**src/rtl/tsp_pkg.sv**
```systemverilog
// Shared TSP constants and the nearest-select state encoding.
package tsp_pkg;

  localparam int CITY_W = 6;
  localparam int ADDR_W = 12;

  typedef enum logic [1:0] {
    S_IDLE    = 2'd0,
    S_LAUNCH  = 2'd1,
    S_COLLECT = 2'd2,
    S_DONE    = 2'd3
  } state_t;

endpackage

```
**src/rtl/nearest_select.sv**
```systemverilog
// Scans decoder candidates, looks up each distance from cur_city and keeps the nearest one.
module nearest_select
  import tsp_pkg::*;
#(
  parameter int DIST_W = 16
) (
  input  logic              clk,
  input  logic              reset,
  input  logic              start,
  input  logic [CITY_W-1:0] cur_city,
  output logic              dec_start,
  input  logic              dec_idle,
  input  logic              dec_valid,
  input  logic [CITY_W-1:0] dec_position,
  output logic [ADDR_W-1:0] dist_addr,
  input  logic [DIST_W-1:0] dist_data,
  output logic              busy,
  output logic              done,
  output logic              found,
  output logic [CITY_W-1:0] best_city,
  output logic [DIST_W-1:0] best_dist
);

  state_t              r_state;
  state_t              w_state_next;
  logic [CITY_W-1:0]   r_cur_city;
  logic                r_seen_busy;
  logic                r_valid_d;
  logic [CITY_W-1:0]   r_pos_d;
  logic                r_found;
  logic [CITY_W-1:0]   r_best_city;
  logic [DIST_W-1:0]   r_best_dist;
  logic                w_win;

  always_comb begin
    w_state_next = r_state;
    dec_start    = 1'b0;
    unique case (r_state)
      S_IDLE: begin
        if (start) w_state_next = S_LAUNCH;
      end
      S_LAUNCH: begin
        if (dec_idle) begin
          dec_start    = 1'b1;
          w_state_next = S_COLLECT;
        end
      end
      S_COLLECT: begin
        // Idle seen right after launch is stale; wait for the decoder to go busy first.
        if (dec_idle && r_seen_busy) w_state_next = S_DONE;
      end
      S_DONE: begin
        w_state_next = S_IDLE;
      end
      default: begin
        w_state_next = S_IDLE;
      end
    endcase
  end

  // First eligible candidate always wins, so an all-ones distance can still be recorded.
  assign w_win = (r_state == S_COLLECT) && r_valid_d && (r_pos_d != r_cur_city) &&
                 (!r_found || (dist_data < r_best_dist));

  always_ff @(posedge clk) begin
    if (reset) begin
      r_state     <= S_IDLE;
      r_cur_city  <= '0;
      r_seen_busy <= 1'b0;
      r_valid_d   <= 1'b0;
      r_pos_d     <= '0;
      r_found     <= 1'b0;
      r_best_city <= '0;
      r_best_dist <= '1;
    end else begin
      r_state   <= w_state_next;
      r_valid_d <= (r_state == S_COLLECT) && dec_valid;
      r_pos_d   <= dec_position;

      if (r_state == S_LAUNCH) begin
        r_seen_busy <= 1'b0;
      end else if ((r_state == S_COLLECT) && !dec_idle) begin
        r_seen_busy <= 1'b1;
      end

      if ((r_state == S_IDLE) && start) begin
        r_cur_city  <= cur_city;
        r_found     <= 1'b0;
        r_best_dist <= '1;
      end else if (w_win) begin
        r_found     <= 1'b1;
        r_best_city <= r_pos_d;
        r_best_dist <= dist_data;
      end
    end
  end

  assign dist_addr = {r_cur_city, dec_position};
  assign busy      = (r_state != S_IDLE);
  assign done      = (r_state == S_DONE);
  assign found     = r_found;
  assign best_city = r_best_city;
  assign best_dist = r_best_dist;

endmodule

```
**config.mk**
```make
export PLATFORM = sky130hd
export DESIGN_NAME = nearest_select
export DESIGN_NICKNAME = d
export VERILOG_FILES = /design/src/rtl/tsp_pkg.sv /design/src/rtl/nearest_select.sv
export SDC_FILE = /design/constraint.sdc
export NUM_CORES = 1
export LEC_CHECK = 0
export BUFFER_PORTS_ARGS = -buffer_cell sky130_fd_sc_hd__buf_2
export CAP_MARGIN = 20
export CORE_MARGIN = 3
export CORE_UTILIZATION = 53
export CTS_CLUSTER_DIAMETER = 100
export DETAILED_ROUTE_END_ITERATION = 7
export PLACE_DENSITY = 0.85
export SLEW_MARGIN = 20
export SYNTH_ARGS = -nofsm -noshare
export SYNTH_HDL_FRONTEND = slang
export SYNTH_SLANG_ARGS = --single-unit
```
**constraint.sdc**
```tcl
create_clock -name clk -period 4 [get_ports clk]
set_input_delay 0.2 -clock clk [delete_from_list [all_inputs] [get_ports clk]]
set_output_delay 0.2 -clock clk [all_outputs]
set_load 0.02 [all_outputs]
```
==> results of run 1 <==
sequential cells by signal, summed over array words and instances (netlist names):
signal and count:
r_cur_city 6, r_state 2, found 1, best_city 6
r_valid_d 1, best_dist 16, r_pos_d 6, r_seen_busy 1
critical path, cell delays in order, from the launching register on:
cell	delay, ps
dfxtp_1	330
inv_1	60
ha_1	290
nand3_1	110
or4_4	550
o311ai_4	290
buf_4	400
mux2i_1	230
nand2_1	60
where the power goes:
part	switching (mW)	leakage [nW]	internal (mW)	total [mW]
Combinational	0.185	0.816	0.0972	0.282
Sequential	0.0235	0.318	0.416	0.440
Clock	0.141	0.0581	0.186	0.327
cell type report:
class / instances / area, um^2 / share of cell area
Multi-Input combinational cell: 143 / 1001 / 0.4184
Inverter: 20 / 75.07 / 0.03138
Tap cell: 46 / 57.56 / 0.02406
Clock inverter: 3 / 43.79 / 0.01831
Timing Repair Buffer: 72 / 365.4 / 0.1527
Sequential cell: 39 / 780.7 / 0.3264
Clock buffer: 5 / 68.82 / 0.02877
metal layers:
layer,global-route usage,vias to the layer above
li1,-,898
met1,0.2357,748
met2,0.3439,74
met3,0.04659,11
met4,0.09367,0
met5,0,-
cells in the final DEF, fill, tap and decap left out, types with 3 or more instances in the layout:
master,instances
nor3_1,3
inv_1,20
nand2_1,20
nor4_1,16
buf_2,70
ha_1,20
a31oi_1,15
clkbuf_8,5
xor2_1,4
nor2b_1,6
or3b_2,6
dfxtp_1,39
nor2_1,4
o21ai_0,9
a21oi_1,20
stage by stage:
stage | power (mW) | worst slack (ps)
after global routing | 1.112 | 1398
after detailed placement | 0.7298 | 1558
after floorplan | 0.6582 | 1683
final | 1.048 | 1531
after CTS | 1.060 | 1520
after global placement | 0.7231 | 1635
kinds of logic after synthesis:
kind of cell,after synthesis,synth area share
fa+ha+maj,20,0.1247
mux,2,0.009975
xor+xnor,6,0.02618
buf+inv,39,0.1135
compound gates,53,0.1671
flops,39,0.3890
simple gates,62,0.1696
how the worst max path moves through the flow:
stage	to	slack [ps]	depth (start not counted)
after global placement	best_dist[0]	1640	8
after global routing	best_dist[0]	1400	8
after detailed placement	best_dist[0]	1560	8
final	best_dist[0]	1530	8
after CTS	best_dist[0]	1520	8
after floorplan	best_dist[6]	1680	8
==> results.py, run 1 <==
metrics = {
    "status": {
        "outcome": "completed",
    },
    "floorplanning": {
        "core_area_mm2": 0.003495,
        "die-area_mm2": 0.004561,
        "die_w_um": 67.54,
        "die_h_um": 67.54,
        "rows": 21,
        "initial_core_util": 0.5743,
        "ioPinCount": 71,
    },
    "sta": {
        "hold_ws_ps": 124.5,
        "clock.fmax_mhz": 405.0,
        "worst_slew_pin_slew_ps": 725.9,
        "fin_crit_ps": 2469,
        "finalCritPeriodShare": 0.6173,
        "slew_viol_final": 0,
        "slew_headroom": 0.5160,
        "fin_tns_setup_ps": 0,
        "hold_viol_final": 0,
        "skew_ps": 5.070,
        "finalSetupViolCount": 0,
        "rsz0062_at_grt": "false",
    },
    "critical_path": {
        "required_ps": 4150,
        "regToRegSetupSlack_ps": 1530,
        "r2r_end": "best_dist[0]",
        "end_kind": "flop",
        "startpoint_type": "flop",
        "crit_start": "best_dist[13]",
        "rr_startpoint": "best_dist[13]",
        "crit_type": "flop to flop",
        "worst-path-max-fanout": 43,
        "critical_path_arrival_ps": 2620,
        "rr_worst_depth": 8,
    },
    "route": {
        "wirelength_mm": 4.310,
        "vias": 1731,
        "wire_per_inst_um": 13.14,
        "ant_nets": 0,
        "drc": 0,
        "wl_met1_mm": 1.899,
        "viasPerCell": 5.277,
        "met3_length_um": 314,
        "wl_met2_mm": 2.004,
        "drt_iter0_markers": 89,
        "highest_layer": "met4",
        "drtPass1Iterations": 4,
    },
    "clocking": {
        "root_buffer": "clkbuf_8",
        "cts-htree-levels": 2,
        "clockBufferDepth": 2,
        "cts_buffers": 5,
        "insertion_delay_ps": 290,
        "cts_setup_buffers": 0,
        "clkSinkCount": 39,
        "cts_tree": "yes",
        "cts_resized": 0,
        "clk_pin_slew_ps": 80,
        "cts_hold_buffers": 0,
    },
    "logic_synthesis": {
        "ys_seq_elements": 39,
        "yosys_warnings": 0,
        "synth_common_cells": "dfxtp_1 (39), a21oi_1 (20), ha_1 (20), inv_1 (20), nand2_1 (20)",
        "synthFlopType": "dfxtp_1",
        "synth_area_mm2": 0.002007,
        "avgSynthCellArea_um2": 9.081,
        "synth_area_leaders": "dfxtp_1 (39%), ha_1 (12%), a21oi_1 (5.0%)",
        "synthDistinctLibCells": 31,
        "yosysTopAreaCell": "dfxtp_1",
        "async_reset_ff_frac": 0,
        "synth_nets": 274,
        "synth_edf_count": 0,
        "yosysMostFrequentCell": "dfxtp_1",
        "synth_top_area_frac": 0.3890,
        "synthCells": 221,
        "seq_area_frac_synth": 0.3890,
    },
    "pwr": {
        "p_leak_nw": 1.192,
        "ir_worst_vdd_uv": 304.4,
        "power.density_mw_per_mm2": 438.2,
    },
    "global_routing": {
        "antenna_found_initial": 0,
        "grt_max_degree": 44,
        "grt_first_pass_wirelength_mm": 6.934,
        "grt.total_usage": 0.2010,
        "grt_overflow": 0,
        "grt_pass1_vias": 1651,
    },
    "placement": {
        "portBuffers": 70,
        "placed_cells": 320,
        "place.gp.congestion": 0.7754,
        "dp_hpwl_mm": 3.066,
        "dpl_cell_area_mm2": 0.002277,
    },
    "run": {
        "drv_cap": 0,
    },
    "cells_and_area": {
        "post-route-util": 0.6846,
        "drive_above_1_share": 0.3227,
        "nets": 334,
        "fin_cells": 328,
        "n_antenna_cell": 0,
        "fill_cells": 300,
        "area_growth_pct": 19.20,
        "finalInstanceArea_mm2": 0.002392,
    },
    "worst_hold_path": {
        "min_from": "dec_position[3]",
        "hold_path_class": "primary input to flop",
        "whs_endpoint": "r_pos_d[3]",
        "min_path_cells": 2,
    },
}
(Power assumes the default switching activity.)
==> inputs of run 2 (changes only) <==
--- a/config.mk
+++ b/config.mk
@@ -8,10 +8,10 @@
 export BUFFER_PORTS_ARGS = -buffer_cell sky130_fd_sc_hd__buf_2
 export CAP_MARGIN = 20
 export CORE_MARGIN = 3
-export CORE_UTILIZATION = 53
+export CORE_UTILIZATION = 45
 export CTS_CLUSTER_DIAMETER = 100
 export DETAILED_ROUTE_END_ITERATION = 7
-export PLACE_DENSITY = 0.85
+export PLACE_DENSITY = 0.77
 export SLEW_MARGIN = 20
 export SYNTH_ARGS = -nofsm -noshare
 export SYNTH_HDL_FRONTEND = slang
==> constraint.sdc (replaced) <==
create_clock -name clk -period 2.1 [get_ports clk]
set_input_delay 0.105 -clock clk [delete_from_list [all_inputs] [get_ports clk]]
set_output_delay 0.105 -clock clk [all_outputs]
set_load 0.02 [all_outputs]
==> results.py, run 2 (synthesized netlist as in run 1, its figures left out) <==
metrics = {
    "status": {
        "outcome": "finished with violations",
        "violations": "negative setup slack",
    },
    "sta": {
        "rsz0062_at_grt": "true",
        "fin_tns_setup_ps": -1685,
        "fin_crit_ps": 2237,
        "hold_ws_ps": 34.44,
        "clock.fmax_mhz": 447.0,
        "finalSetupViolCount": 22,
        "worst_slew_pin_slew_ps": 679.2,
        "slew_headroom": 0.5472,
        "finalCritPeriodShare": 1.065,
        "timing.final.ws_setup_ps": -137.1,
        "hold_viol_final": 0,
        "skew_ps": 5.659,
        "slew_viol_final": 0,
    },
    "route": {
        "wirelength_mm": 5.446,
        "highest_layer": "met4",
        "wire_per_inst_um": 15.38,
        "viasPerCell": 5.311,
        "vias": 1880,
        "wl_met2_mm": 2.636,
        "wl_met1_mm": 2.407,
        "drt_iter0_markers": 102,
        "drtPass1Iterations": 4,
        "met3_length_um": 311,
        "drc": 0,
        "ant_nets": 0,
    },
    "cells_and_area": {
        "largest_reg_flops": 16,
        "fin_cells": 354,
        "layout_commonest_cell": "buf_2",
        "nets": 356,
        "drive_above_1_share": 0.5789,
        "final_cell_mix": "buf_2 (70), dfxtp_1 (27), nand2_1 (18)",
        "n_antenna_cell": 0,
        "fill_cells": 302,
        "area_growth_pct": 48.69,
    },
    "critical_path": {
        "crit_start": "best_dist[9]",
        "startpoint_type": "flop",
        "rr_worst_depth": 10,
        "regToRegSetupSlack_ps": -140,
        "r2r_end": "best_dist[9]",
        "required_ps": 2310,
        "rr_startpoint": "best_dist[9]",
        "end_kind": "flop",
        "worst-path-max-fanout": 5,
        "crit_type": "flop to flop",
        "critical_path_arrival_ps": 2450,
    },
    "worst_hold_path": {
        "min_path_cells": 2,
        "min_from": "dec_position[2]",
        "hold_path_class": "primary input to flop",
        "whs_endpoint": "r_pos_d[2]",
    },
    "clocking": {
        "root_buffer": "clkbuf_8",
        "cts-htree-levels": 2,
        "clkSinkCount": 39,
        "cts_tree": "yes",
        "cts_buffers": 5,
        "clk_pin_slew_ps": 70,
        "clockBufferDepth": 2,
        "insertion_delay_ps": 290,
    },
    "pwr": {
        "power.density_mw_per_mm2": 666.1,
        "p_leak_nw": 1.298,
        "p_total_mw": 1.988,
        "ir_worst_vdd_uv": 636.3,
    },
    "floorplanning": {
        "ioPinCount": 71,
        "rows": 23,
        "core_area_mm2": 0.004144,
        "die-area_mm2": 0.005297,
        "initial_core_util": 0.4843,
        "die_w_um": 72.78,
        "die_h_um": 72.78,
    },
    "placement": {
        "placed_cells": 334,
        "portBuffers": 70,
        "dp_slack_ps": -111.9,
        "dp_hpwl_mm": 3.566,
        "place.gp.congestion": 0.8374,
    },
    "global_routing": {
        "grt_max_degree": 29,
        "grt_first_pass_wirelength_mm": 8.376,
        "antenna_found_initial": 0,
        "grt_pass1_vias": 1834,
        "grt.total_usage": 0.2013,
        "grt_overflow": 0,
    },
    "run": {
        "drv_cap": 0,
    },
}
## run 2: report_power, final
group / internal, mW / leakage, nW / switching, mW / total (mW)
Sequential: 0.784 / 0.314 / 0.0500 / 0.834
Clock: 0.233 / 0.0422 / 0.254 / 0.487
Combinational: 0.246 / 0.942 / 0.421 / 0.666
## run 2: cell type report
type / instances / area [um^2] / area share
Multi-Input combinational cell: 143 / 1325 / 0.4440
Timing Repair Buffer: 94 / 619.3 / 0.2075
Clock inverter: 1 / 5.005 / 0.001677
Inverter: 20 / 82.58 / 0.02767
Sequential cell: 39 / 813.3 / 0.2725
Tap cell: 50 / 62.56 / 0.02096
Clock buffer: 7 / 76.32 / 0.02558
## run 2: repair_timing
| action | in CTS | in global routing |
|---|---|---|
| endpoints found under the hold margin | 0 | 0 |
| setup buffers | 5 | 5 |
| resized for setup | 51 | 17 |
| hold buffers | 0 | 0 |
| cloned | 3 | 1 |
| pin swaps | 21 | 11 |
| endpoints found under the setup margin | 17 | 22 |
## run 2: worst max path at each step
stage	end	slack, ps	cells past startpoint
2_1_floorplan	best_dist[0]	-40	8
3_3_place_gp	best_dist[3]	-50	9
3_5_place_dp	best_city[2]	-110	9
4_1_cts	best_dist[4]	-130	10
5_1_grt	best_dist[7]	-210	10
6_report	best_dist[9]	-140	10
## run 2: per-stage QoR
step	utilization	instance area [um^2]
6_report	0.7201	2984
5_1_grt	0.7201	2984
4_1_cts	0.7020	2909
3_5_place_dp	0.6045	2505
3_3_place_gp	0.6045	2505
2_1_floorplan	-	2133
## run 2: critical path, cell delays in order (launching register included)
cell      delay [ps]
dfxtp_4          360
inv_4             40
ha_4             270
nand2_2           40
or4_4            530
o311ai_4         280
buf_6            170
buf_12           120
buf_12           110
nor4_2            40
a31oi_1          180
## run 2: metal layers
metal | vias up | track usage
met5 | - | 0
met4 | 0 | 0.07377
met3 | 7 | 0.03719
met2 | 68 | 0.3447
met1 | 866 | 0.2506
li1 | 939 | -
==> inputs of run 3 (changes only) <==
--- a/config.mk
+++ b/config.mk
@@ -11,8 +11,10 @@
 export CORE_UTILIZATION = 45
 export CTS_CLUSTER_DIAMETER = 100
 export DETAILED_ROUTE_END_ITERATION = 7
+export GPL_TIMING_DRIVEN = 0
 export PLACE_DENSITY = 0.77
-export SLEW_MARGIN = 20
+export SETUP_SLACK_MARGIN = 0.4
+export SLEW_MARGIN = 0
 export SYNTH_ARGS = -nofsm -noshare
 export SYNTH_HDL_FRONTEND = slang
 export SYNTH_SLANG_ARGS = --single-unit
==> results.py, run 3 (synthesized netlist as in run 1, its figures left out) <==
metrics = {
    "global_routing": {
        "grt.total_usage": 0.1883,
        "grt_max_degree": 14,
        "grt_first_pass_wirelength_mm": 7.921,
        "grt_pass1_vias": 1792,
        "grt_overflow": 0,
        "antenna_found_initial": 0,
    },
    "pwr": {
        "ir_worst_vdd_uv": 703.3,
        "power.density_mw_per_mm2": 771.9,
        "p_leak_nw": 1.331,
    },
    "floorplanning": {
        "die_w_um": 72.78,
        "rows": 23,
        "core_area_mm2": 0.004144,
        "die_h_um": 72.78,
        "ioPinCount": 71,
        "die-area_mm2": 0.005297,
        "initial_core_util": 0.4843,
    },
    "sta": {
        "fin_tns_setup_ps": -1159,
        "slew_viol_final": 0,
        "rsz0062_at_grt": "true",
        "finalCritPeriodShare": 1.047,
        "slew_headroom": 0.6328,
        "clock.fmax_mhz": 454.9,
        "timing.final.ws_setup_ps": -98.13,
        "finalSetupViolCount": 22,
        "hold_viol_final": 0,
        "worst_slew_pin_slew_ps": 550.8,
        "skew_ps": 9.332,
        "fin_crit_ps": 2198,
    },
    "route": {
        "ant_nets": 0,
        "met3_length_um": 343,
        "wl_met1_mm": 2.067,
        "drc": 0,
        "drt_iter0_markers": 139,
        "wl_met2_mm": 2.489,
        "viasPerCell": 5.281,
        "highest_layer": "met4",
        "vias": 1880,
        "wire_per_inst_um": 13.85,
        "wirelength_mm": 4.930,
        "drtPass1Iterations": 4,
    },
    "critical_path": {
        "rr_worst_depth": 9,
        "rr_startpoint": "best_dist[15]",
        "crit_start": "best_dist[15]",
        "critical_path_arrival_ps": 2420,
        "crit_type": "flop to flop",
        "required_ps": 2320,
        "endpoint": "best_dist[2]",
        "r2r_end": "best_dist[2]",
        "regToRegSetupSlack_ps": -100,
        "startpoint_type": "flop",
        "end_kind": "flop",
        "worst-path-max-fanout": 10,
    },
    "worst_hold_path": {
        "hold_path_class": "primary input to flop",
    },
    "cells_and_area": {
        "fill_cells": 333,
        "drive_above_1_share": 0.4967,
        "area_growth_pct": 43.02,
        "layout_commonest_cell": "buf_2",
        "nets": 358,
        "n_antenna_cell": 0,
        "largest_reg_flops": 16,
        "final_cell_mix": "buf_2 (72), dfxtp_1 (29), nand2_1 (19)",
        "fin_cells": 356,
    },
    "clocking": {
        "clockBufferDepth": 2,
        "clkSinkCount": 39,
        "insertion_delay_ps": 300,
        "clk_pin_slew_ps": 90,
        "cts-htree-levels": 2,
        "cts_buffers": 5,
        "root_buffer": "clkbuf_8",
        "cts_hold_buffers": 0,
        "cts_tree": "yes",
    },
    "status": {
        "outcome": "finished with violations",
        "violations": "negative setup slack",
    },
    "run": {
        "drv_cap": 0,
    },
    "placement": {
        "dp_hpwl_mm": 3.546,
        "portBuffers": 70,
        "place.gp.congestion": 0.7753,
        "placed_cells": 341,
    },
}
## run 3: worst min path at each step
stage | start | endpoint | slack (ps) | cells past startpoint
floorplan | dec_valid | r_valid_d | 230 | 2
global placement | dec_position[4] | r_pos_d[4] | 330 | 2
detailed placement | dec_valid | r_valid_d | 330 | 3
CTS | dec_valid | r_valid_d | 20 | 3
global route | dec_valid | r_valid_d | 20 | 3
finish | dec_valid | r_valid_d | 30 | 3
## run 3: critical path: stages, from the launching register on
cell	delay (ps)
dfxtp_4	360
inv_4	40
ha_4	260
nand2_4	40
or4_4	530
o311ai_4	340
buf_6	190
buf_12	140
nor4_1	50
a31oi_1	160
## run 3: stage by stage
stage | instance area (um^2) | hold WS, ps | util | power, mW | setup WS [ps]
floorplan | 2135 | 227.7 | - | 1.265 | -34.55
global placement | 2547 | 330.6 | 0.6147 | 1.439 | -154.1
detailed placement | 2547 | 325.6 | 0.6147 | 1.459 | -171.2
CTS | 2736 | 19.28 | 0.6603 | 2.193 | -84.68
global route | 2870 | 20.45 | 0.6926 | 2.329 | -164.5
finish | 2870 | 33.11 | 0.6926 | 2.216 | -98.13
## run 3: layer usage
layer,up-vias,GRT usage
met4,0,0.05533
met3,4,0.04132
met1,868,0.2250
met2,64,0.3357
li1,944,-
met5,-,0
## run 3: area by class of cell
cell class / count / area, um^2 / share of cell area
inverters: 20 / 80.08 / 0.02790
clock inverters: 2 / 36.28 / 0.01264
flip-flops and latches: 39 / 810.8 / 0.2825
clock buffers: 6 / 93.84 / 0.03269
multi-input cells: 143 / 1192 / 0.4154
repair buffers: 77 / 425.4 / 0.1482
plain buffers: 19 / 168.9 / 0.05885
well taps: 50 / 62.56 / 0.02180
## run 3: where the power goes
part           switching, mW  leakage (nW)  internal [mW]
Combinational          0.417         0.947          0.254
Sequential            0.0469         0.317          0.788
Clock                  0.283        0.0669          0.427
Total                  0.747          1.33           1.47
## run 3: repair_timing
action,CTS,global route
gates resized for setup,8,23
buffers inserted,4,1
pin swaps,2,5
cloned,0,2
endpoints found under the setup margin,29,28
